<file path="config.mk">
export PLATFORM = sky130hd
export DESIGN_NAME = div
export DESIGN_NICKNAME = d
export VERILOG_FILES = /design/src/rtl/div.sv
export SDC_FILE = /design/constraint.sdc
export NUM_CORES = 1
export LEC_CHECK = 0
export BUFFER_PORTS_ARGS = -buffer_cell sky130_fd_sc_hd__buf_2
export CAP_MARGIN = 20
export CORE_UTILIZATION = 54
export DETAILED_ROUTE_END_ITERATION = 16
export PLACE_DENSITY = 0.89
export SLEW_MARGIN = 20
export SYNTH_ARGS = -nofsm -noshare
export SYNTH_HDL_FRONTEND = slang
export SYNTH_SLANG_ARGS = --single-unit
</file>
<file path="constraint.sdc">
create_clock -name clk -period 4.4 [get_ports clk]
set_clock_uncertainty 0.1 [all_clocks]
set_input_delay 0 -clock clk [delete_from_list [all_inputs] [get_ports clk]]
set_output_delay 0 -clock clk [all_outputs]
set_load 0.02 [all_outputs]
</file>
<file path="src/rtl/div.sv">
// Multi-cycle 32-bit restoring divider for DIV/DIVU.
// Returns {remainder, quotient} 34 edges after accept, or zero after 2 edges on divide-by-zero.
module div (
    input  logic        clk,
    input  logic        rst,
    input  logic        signed_div_i,
    input  logic [31:0] opdata1_i,
    input  logic [31:0] opdata2_i,
    input  logic        start_i,
    input  logic        annul_i,
    output logic [63:0] result_o,
    output logic        ready_o
);

    typedef enum logic [1:0] {
        FREE,
        BYZERO,
        ON,
        END
    } state_t;

    state_t      state;
    state_t      state_next;
    logic [64:0] work;
    logic [31:0] divisor;
    logic [5:0]  cnt;
    logic        q_neg;
    logic        r_neg;

    logic        accept;
    logic        neg1;
    logic        neg2;
    logic [31:0] dividend_abs;
    logic [31:0] divisor_abs;
    logic [32:0] trial;
    logic [31:0] quo_fix;
    logic [31:0] rem_fix;

    // Signed operands are reduced to magnitudes; the signs are reapplied at the end.
    assign accept       = start_i && !annul_i;
    assign neg1         = signed_div_i && opdata1_i[31];
    assign neg2         = signed_div_i && opdata2_i[31];
    assign dividend_abs = neg1 ? (~opdata1_i + 32'd1) : opdata1_i;
    assign divisor_abs  = neg2 ? (~opdata2_i + 32'd1) : opdata2_i;

    assign trial   = work[64:32] - {1'b0, divisor};
    assign quo_fix = q_neg ? (~work[31:0] + 32'd1) : work[31:0];
    assign rem_fix = r_neg ? (~work[64:33] + 32'd1) : work[64:33];

    always_ff @(posedge clk or posedge rst) begin
        if (rst) begin
            state <= FREE;
        end else begin
            state <= state_next;
        end
    end

    always_comb begin
        state_next = state;
        case (state)
            FREE: begin
                if (accept) begin
                    state_next = (opdata2_i == 32'd0) ? BYZERO : ON;
                end
            end
            BYZERO: begin
                state_next = annul_i ? FREE : END;
            end
            ON: begin
                if (annul_i) begin
                    state_next = FREE;
                end else if (cnt == 6'd32) begin
                    state_next = END;
                end
            end
            END: begin
                if (!start_i) begin
                    state_next = FREE;
                end
            end
            default: state_next = FREE;
        endcase
    end

    // Datapath: one trial subtraction per edge in ON, result load on the 33rd edge.
    always_ff @(posedge clk or posedge rst) begin
        if (rst) begin
            work     <= 65'd0;
            divisor  <= 32'd0;
            cnt      <= 6'd0;
            q_neg    <= 1'b0;
            r_neg    <= 1'b0;
            result_o <= 64'd0;
            ready_o  <= 1'b0;
        end else begin
            case (state)
                FREE: begin
                    if (accept) begin
                        work    <= {32'd0, dividend_abs, 1'b0};
                        divisor <= divisor_abs;
                        q_neg   <= neg1 ^ neg2;
                        r_neg   <= neg1;
                        cnt     <= 6'd0;
                    end
                end
                BYZERO: begin
                    if (annul_i) begin
                        cnt <= 6'd0;
                    end else begin
                        result_o <= 64'd0;
                        ready_o  <= 1'b1;
                    end
                end
                ON: begin
                    if (annul_i) begin
                        cnt <= 6'd0;
                    end else if (cnt == 6'd32) begin
                        result_o <= {rem_fix, quo_fix};
                        ready_o  <= 1'b1;
                    end else begin
                        if (trial[32]) begin
                            work <= {work[63:0], 1'b0};
                        end else begin
                            work <= {trial[31:0], work[31:0], 1'b1};
                        end
                        cnt <= cnt + 6'd1;
                    end
                end
                END: begin
                    if (!start_i) begin
                        result_o <= 64'd0;
                        ready_o  <= 1'b0;
                        cnt      <= 6'd0;
                    end
                end
                default: begin
                    cnt <= 6'd0;
                end
            endcase
        end
    end

endmodule

</file>
After elaboration in Yosys (flattened, before gate mapping)
Cells that the tools add are included.
Widths: inputs -> output; s select.
{"block": "classes", "n_addsub": 6, "eq_ne": 13, "n_mux": 32, "bitwise": 5, "reduce_logical": 13}
{"cell": "$mux 65", "count": 4}
{"cell": "$mux 64", "count": 4}
{"cell": "$pmux 64 s3", "count": 1}
{"cell": "$pmux 65 s2", "count": 1}
{"cell": "$add 32x1->32 const B", "count": 4}
{"cell": "$mux 32", "count": 4}
{"cell": "$not 32->32", "count": 4}
{"cell": "$sub 33x32->33", "count": 1}
{"cell": "$logic_not 32->1", "count": 1}
{"cell": "$mux 6", "count": 5}
{"cell": "$pmux 6 s4", "count": 1}
{"cell": "$ne 2x2->1 const B", "count": 7}
{"cell": "$mux 2", "count": 6}
{"cell": "$pmux 2 s4", "count": 1}
{"cell": "$reduce_and 4->1", "count": 2}
{"cell": "$add 6x1->6 const B", "count": 1}
{"cell": "$eq 6x6->1 const B", "count": 1}
{"cell": "$ne 3x3->1 const B", "count": 2}
{"cell": "$reduce_and 5->1", "count": 1}
{"cell": "$eq 2x2->1 const B", "count": 2}
{"cell": "$mux 1", "count": 4}
{"cell": "$logic_and 1x1->1", "count": 3}
{"cell": "$pmux 1 s3", "count": 1}
{"cell": "$reduce_and 3->1", "count": 1}
{"cell": "7 further kinds", "count": 7}
{"block": "word_totals", "register_bits": 172, "input_bits": 69, "wordCells": 77}

Depth between registers and ports, before layout
Gate-level depths: netlist of run 1.
{"block": "depth", "depth_word": 6, "mapped_depth": 13}

Worst setup path before layout of run 1
Ideal clock, no wire load.
{"block": "synth_timing", "kind": "register to register", "startpoint": "register work[32]", "endpoint": "register work[59]", "setup_time_ns": 0.087, "arrival_time_ns": 2.915, "t_required_ns": 4.213, "slack_ns": 1.299, "stages_incl_launch_ff": 13, "path_buffers": 0, "synth_period_minus_slack_ns": 3.101, "path_cell_list": "dfrtp_1 > inv_1 > ha_1 > fa_1 > nand2b_1 > a21o_1 > a31o_2 > nor3_1 > or2_2 > a311o_1 > a21oi_2 > or4b_1 > o211ai_1"}
{"block": "synth_between", "elab_chain_cells": 5}
{"item": "start, declared", "line": "24", "source": "logic [64:0] work;"}
{"item": "start signal, assigned", "line": "99", "source": "work <= {32'd0, dividend_abs, 1'b0};"}
{"item": "start signal, assigned", "line": "122", "source": "work <= {work[63:0], 1'b0};"}
{"item": "start signal, assigned", "line": "124", "source": "work <= {trial[31:0], work[31:0], 1'b1};"}
{"item": "$sub 33x32->33", "line": "46", "source": "assign trial = work[64:32] - {1'b0, divisor};"}
{"item": "$mux 65", "line": "121", "source": "if (trial[32]) begin"}
{"item": "$mux 65", "line": "117", "source": "end else if (cnt == 6'd32) begin"}
{"item": "$mux 65", "line": "115", "source": "if (annul_i) begin"}
{"item": "$pmux 65 s2", "line": "96", "source": "case (state)"}
Every way passes these cells. The select of a mux whose other input is x is not followed.
A chain may end at the register's enable or synchronous reset.

Worst setup path in the final report of run 1
{"block": "layout_timing", "startpoint": "register work[32]", "endpoint": "register work[33]"}
{"block": "layout_between", "elab_chain_cells": 5}
{"item": "$sub 33x32->33", "line": "46"}
{"item": "$mux 65 *", "line": "121"}
{"item": "$mux 65 *", "line": "117"}
{"item": "$mux 65 *", "line": "115"}
{"item": "$pmux 65 s2 *", "line": "96"}
Every way passes the cells marked *; elsewhere a longest branch is shown, timed or not. The select of a mux whose other input is x is not followed.

==> out/metrics.yaml, run 1 <==
status: "finished clean"
dieWidth_um: 147
io_buffers: 133
powerDensity_nw_per_um2: 696
drc: 0
placed_area_um2: 12300
dieArea_um2: 21700
grt.total_usage_pct: 29.4
grt_pass1_vias: 10500
postCtsResizedCells: 0
first_pass_iters: 5
yosys-top-cells-area: "dfrtp_1 38%, o21ai_0 8.3%, nand2_1 7.8%"
wl_um: 31300
reg2reg_slack_ns: 0.74
synth_seq_area_share_pct: 37.7
h-tree-depth: 4
critPathLaunchType: "flop"
grt.overflow.total: 0
clkPwrFrac_pct: 15.8
synth_common_cells: "236 x nand2_1, 190 x o21ai_0, 172 x dfrtp_1, 99 x a21oi_1, 94 x xor2_1"
die_height_um: 147
grt_pass1_wl_um: 51400
p_seq_share_pct: 27.7
cp.required_ns: 4.61
setup_tns_ns: 0
layout.nets: 1674
clkTransAtPathRegs_ns: 0.08
cts_tree: "built"
crit_path_end_kind: "flop"
ys_ff_latch: 172
arrival_ns: 3.87
core_um2: 20500
synth_area_um2: 11400
grt_max_degree: 132
start_util_pct: 55.7
clock-root-buffer: "clkbuf_16"
ant_nets: 0
fillerInstances: 1570
synth_ff_type: "dfrtp_1"
p_sw_mw: 4.71
final_area_um2: 13700
hold_violations: 0
routabilityCongestion: 0.961
power.leakage_nw: 6.20
max_cap_violations: 0
rsz0062_at_grt: "false"
synth_most_common_cell: "nand2_1"
slew_viol_final: 0
synth.distinct_cells: 69
rows: 52
fmax_ghz: 0.273
clock_path_buffers: 2
antenna_found_initial: 0
cts_buffers: 17
clkLatencyLatePin_ns: 0.44
yosys_warnings: 0
vias_per_cell: 6.05
final-setup-viol-count: 0
synthesis.nets: 1500
swShare_pct: 49.5
synth_enable_flop_cells: 0
area_growth_pct: 19.6
ff2ff_path_depth: 13
yosys.area.top_type_share_pct: 37.7
ir_drop_uv: 340
ios: 134
internal-power_mw: 4.80
post-route-period-util_pct: 83.3
slew_headroom_pct: 31.3
whs_path_depth: 5
combPwrFrac_pct: 56.4
whs_ns: 0.00583
crit_fanout: 19
num_vias: 11200
yosys.area.top_type: "dfrtp_1"
wl_per_cell_um: 17.0
synthArstFlopShare_pct: 100
critical_path_class: "reg2reg"
utilization_pct: 66.6
layout_min_cycle_time_ns: 3.66
drt_iter0_markers: 955
worstHoldPathType: "in2reg"
netlist_instances: 1388
power_mw: 9.51
drive_above_1_share_pct: 13.5
numClockSinks: 172
worst_pin_slew_ns: 1.03
syn_avg_cell_area_um2: 8.22
dp_hpwl_um: 21300
[worst paths after layout]
check,start,endpoint
worst max-delay path,work[32],work[33]
worst min-delay path,opdata1_i[19],work[20]
worst max register to register,work[32],work[33]
worst min register to register,result_o[60],result_o[60]
max in group asynchronous,rst,divisor[25]
min in group asynchronous,rst,result_o[30]
[registers in the layout, indices dropped and copies added (netlist names)]
signal    cells
divisor      32
r_neg         1
work         65
result_o     64
ready_o       1
cnt           6
q_neg         1
state         2
[logic make-up after synthesis]
group	share of synthesized area, %
flops	37.7
simple gates	19.9
buf+inv	4.21
fa+ha+maj	4.78
xor+xnor	10.9
mux	0.439
compound gates	22.1
[worst max-delay path, stage by stage, from the launching register on]
cell      delay [ns]
dfrtp_1         0.35
inv_1           0.06
ha_1            0.22
fa_1            0.40
nand2b_1        0.17
a21o_1          0.17
a31o_2          0.23
nor3_1          0.36
or2_2           0.21
a311oi_2        0.14
o21ai_1         0.18
buf_4           0.21
nand2_2         0.25
o311ai_0        0.46
[per-stage QoR]
step           std cells  setup slack, ns
4_1_cts             1845            0.774
3_5_place_dp        1735            0.821
3_3_place_gp        1735             1.03
2_1_floorplan       1388             1.30
6_report            1846            0.735
5_1_grt             1845            0.510
[layout by cell type, fill, tap and decap left out, types with 18 or more instances in the layout]
| cell | Yosys | layout |
|---|---|---|
| nand4_1 | 30 | 30 |
| a21oi_1 | 99 | 99 |
| dlygate4sd3_1 | 0 | 78 |
| xnor2_1 | 48 | 48 |
| o21ai_0 | 190 | 189 |
| o311ai_0 | 18 | 18 |
| xor2_1 | 94 | 94 |
| nand3_1 | 20 | 19 |
| nor2_1 | 65 | 65 |
| o31ai_1 | 31 | 31 |
| nor3_1 | 18 | 18 |
| ha_1 | 42 | 41 |
| inv_1 | 56 | 55 |
| dfrtp_1 | 172 | 172 |
| buf_2 | 3 | 133 |
| nand2_1 | 236 | 236 |
[what timing repair did]
action / in CTS / in global routing
endpoints found under the hold margin: 103 / 0
hold buffers: 78 / 0
setup buffers: 0 / 0
setup endpoints to repair: 0 / 0
[cell type report]
class | instances | area, µm² | area share (%)
flip-flops and latches | 172 | 4300 | 31.5
clock inverters | 15 | 166 | 1.22
diodes | 1 | 2.50 | 0.0183
repair buffers | 224 | 1560 | 11.4
inverters | 56 | 214 | 1.57
multi-input cells | 1091 | 6650 | 48.7
well taps | 270 | 338 | 2.47
clock buffers | 17 | 425 | 3.12
[per-layer routing]
layer | track usage, % | up-vias | routed length, µm
li1 | - | 5274 | -
met3 | 4.35 | 101 | 2210
met1 | 38.6 | 5251 | 13200
met5 | 0 | - | 0
met2 | 48.4 | 534 | 15000
met4 | 12.1 | 0 | 927
[power groups by stage]
stage / Combinational, mW / Sequential (mW) / Clock, mW
after global routing: 5.94 / 2.70 / 1.58
final: 5.36 / 2.64 / 1.51
after CTS: 5.26 / 2.61 / 1.51
after global placement: 4.99 / 2.59 / 0
after detailed placement: 5.12 / 2.63 / 0
after floorplan: 4.06 / 2.38 / 0
Note: power is estimated with default switching activity, not from simulation.
==> run 2: changes to the inputs <==
ABC_AREA = 1   (was not set)
CORE_UTILIZATION = 55   (was 54)
clock period = 2.9 ns   (was 4.4 ns; I/O delays follow)
==> out/metrics.yaml, run 2 <==
synthesis.nets: 2200  # +47%
grt_pass1_vias: 13500  # +28%
num_vias: 14700  # +32%
synth_most_common_cell: "nand2_1"
place_ws_ns: 0.367  # -0.453 ns
io_buffers: 133  # unchanged
area_growth_pct: 17.6
critPathLaunch: "state[0]"
synth_common_cells: "668 x nand2_1, 294 x inv_1, 202 x nand3_1, 172 x dfrtp_1, 169 x nor2_1"
final-setup-viol-count: 0  # unchanged
setup_tns_ns: 0  # unchanged
mostFrequentLayoutCells: "667 x nand2_1, 293 x inv_1, 202 x nand3_1, 172 x dfrtp_1, 168 x nor2_1"
h-tree-depth: 4  # unchanged
final_area_um2: 15600  # +14%
syn_avg_cell_area_um2: 6.34  # -23%
arrival_ns: 2.94  # -0.93 ns
ios: 134  # unchanged
start_util_pct: 56.2  # +0.52 points
dp_hpwl_um: 31300  # +47%
grt.overflow.total: 0  # unchanged
drive_above_1_share_pct: 9.86  # -3.6 points
wl_per_cell_um: 16.2  # -4.8%
synth.distinct_cells: 47  # -32%
wl_um: 42000  # +34%
crit_path_end_kind: "flop"
powerDensity_nw_per_um2: 814  # +17%
reg2reg_to: "work[20]"
numClockSinks: 172  # unchanged
slew_viol_final: 0  # unchanged
grt.total_usage_pct: 34.8  # +5.5 points
layout_commonest_cell: "nand2_1"
power_mw: 12.7  # +33%
rsz0062_at_grt: "false"
layout_min_cycle_time_ns: 2.66  # -1.01 ns
rows: 56  # +7.7%
netlist_instances: 2088  # +50%
post-route-period-util_pct: 91.6  # +8.3 points
fmax_ghz: 0.376  # +38%
status: "finished clean"
utilization_pct: 66.1  # -0.56 points
cts_buffers: 17  # unchanged
first_pass_iters: 6  # +1
whs_ns: 0.0217  # +0.0159 ns
vias_per_cell: 5.65  # -6.5%
ff2ff_path_depth: 11  # -2
critical_path_class: "reg2reg"
hold_violations: 0  # unchanged
fin_ws_ns: 0.243  # -0.492 ns
placed_area_um2: 14200  # +16%
antenna_found_initial: 0  # unchanged
synth_ff_type: "dfrtp_1"
synthArstFlopShare_pct: 100  # unchanged
r2r_start: "state[0]"
power.leakage_nw: 8.54  # +38%
worst_pin_slew_ns: 0.750  # -0.281 ns
ant_nets: 0  # unchanged
core_um2: 23500  # +15%
slew_headroom_pct: 50.0  # +19 points
yosys-top-cells-area: "dfrtp_1 33%, nand2_1 19%, inv_1 8.3%"
yosys_warnings: 0  # unchanged
die_height_um: 157  # +6.6%
synth_enable_flop_cells: 0  # unchanged
drc: 0  # unchanged
clkLatencyLatePin_ns: 0.44  # about the same
clock_path_buffers: 2  # unchanged
dp_cells: 2499  # +44%
timing.hold.worst.start: "opdata1_i[5]"
drt_iter0_markers: 1667  # +75%
reg2reg_slack_ns: 0.24  # -0.49 ns
synth_seq_area_share_pct: 32.5  # -5.2 points
dieArea_um2: 24700  # +14%
top_register: "work"
grt_max_degree: 71  # -46%
yosys.area.top_type_share_pct: 32.5  # -5.2 points
synth_area_um2: 13200  # +16%
ys_ff_latch: 172  # unchanged
ir_drop_uv: 514  # +51%
cts_tree: "built"
clock-root-buffer: "clkbuf_16"
cp.required_ns: 3.18  # -1.43 ns
fillerInstances: 2152  # +37%
final-instance-count-excl-fill: 2600  # +41%
n_antenna_cell: 0  # -1
critPathCapture: "work[20]"
postCtsSetupRepairBufs: 0  # unchanged
layout.nets: 2380  # +42%
crit_fanout: 24  # +5
worstHoldPathType: "in2reg"
largest_register_ffs: 65  # unchanged
critPathLaunchType: "flop"
top_regs: "work (65), result_o (64), divisor (32)"
dieWidth_um: 157  # +6.6%
yosys.area.top_type: "dfrtp_1"
max_cap_violations: 0  # unchanged
grt_pass1_wl_um: 67500  # +31%
clkTransAtPathRegs_ns: 0.08  # about the same
routabilityCongestion: 0.986  # +2.6%
-- run 2: cell types whose count changed in the layout (fill, tap and decap cells not counted), sizes merged, moves of 62 or more --
cell and delta:
nand3 +183, xor2 -62, inv +249, nor2 +108, nand2 +440
-- run 2: worst min path at each step --
stage	cells after the start	slack (ns)	to
6_report	5	0.02	work[6]
5_1_grt	5	0.05	work[6]
4_1_cts	5	0.0006	work[6]
3_5_place_dp	2	-0.03	result_o[63]
3_3_place_gp	2	-0.02	result_o[2]
2_1_floorplan	2	0.05	divisor[31]
-- run 2: what timing repair did --
action                                  4_1_cts  5_1_grt
endpoints found under the setup margin        0        1
hold endpoints to repair                    198        0
hold buffers                                 69        0
resized for setup                             0        1
-- run 2: metal layers --
| layer | track usage [%] | share of wire (%) | vias up | wire, µm |
|---|---|---|---|---|
| met5 | 0 | 0 | - | 0 |
| met4 | 11.3 | 2.5 | 0 | 1070 |
| met3 | 5.92 | 11 | 101 | 4440 |
| met2 | 53.2 | 44 | 798 | 18300 |
| met1 | 49.8 | 43 | 6739 | 18200 |
| li1 | - | - | 7058 | - |
-- run 2: cell type report --
type | count | area, µm² | area share (%)
Tap cell | 319 | 399 | 2.57
Multi-Input combinational cell | 1547 | 7510 | 48.3
Clock inverter | 15 | 206 | 1.33
Timing Repair Buffer | 224 | 1560 | 10.0
Inverter | 306 | 1150 | 7.41
Sequential cell | 172 | 4300 | 27.7
Clock buffer | 17 | 425 | 2.74
-- run 2: cell families (layout without fill, tap and decap cells) --
family	after synthesis	count (layout)	synth area share (%)
and+or+nand+nor	1134	1134	36.0
AOI/OAI and AO/OA	318	318	13.1
adders and majority gates	43	43	4.12
DFF	172	172	32.5
buffers and inverters	369	562	10.8
xor gates and xnor gates	52	52	3.44
-- run 2: worst max-delay path: stages (launching register included) --
cell and delay [ns]:
dfrtp_1 0.41, inv_1 0.11, ha_1 0.26, nand2_1 0.13, nor2_1 0.10, nor2_1 0.05
nor2_2 0.22, inv_2 0.25, a21oi_1 0.24, o21ai_0 0.10, dlygate4sd3_1 0.57, nand2_1 0.06
-- run 2: power breakdown --
part | internal, mW | switching [mW]
combinational | 2.00 | 4.60
sequential | 3.09 | 0.561
clock | 1.20 | 1.21
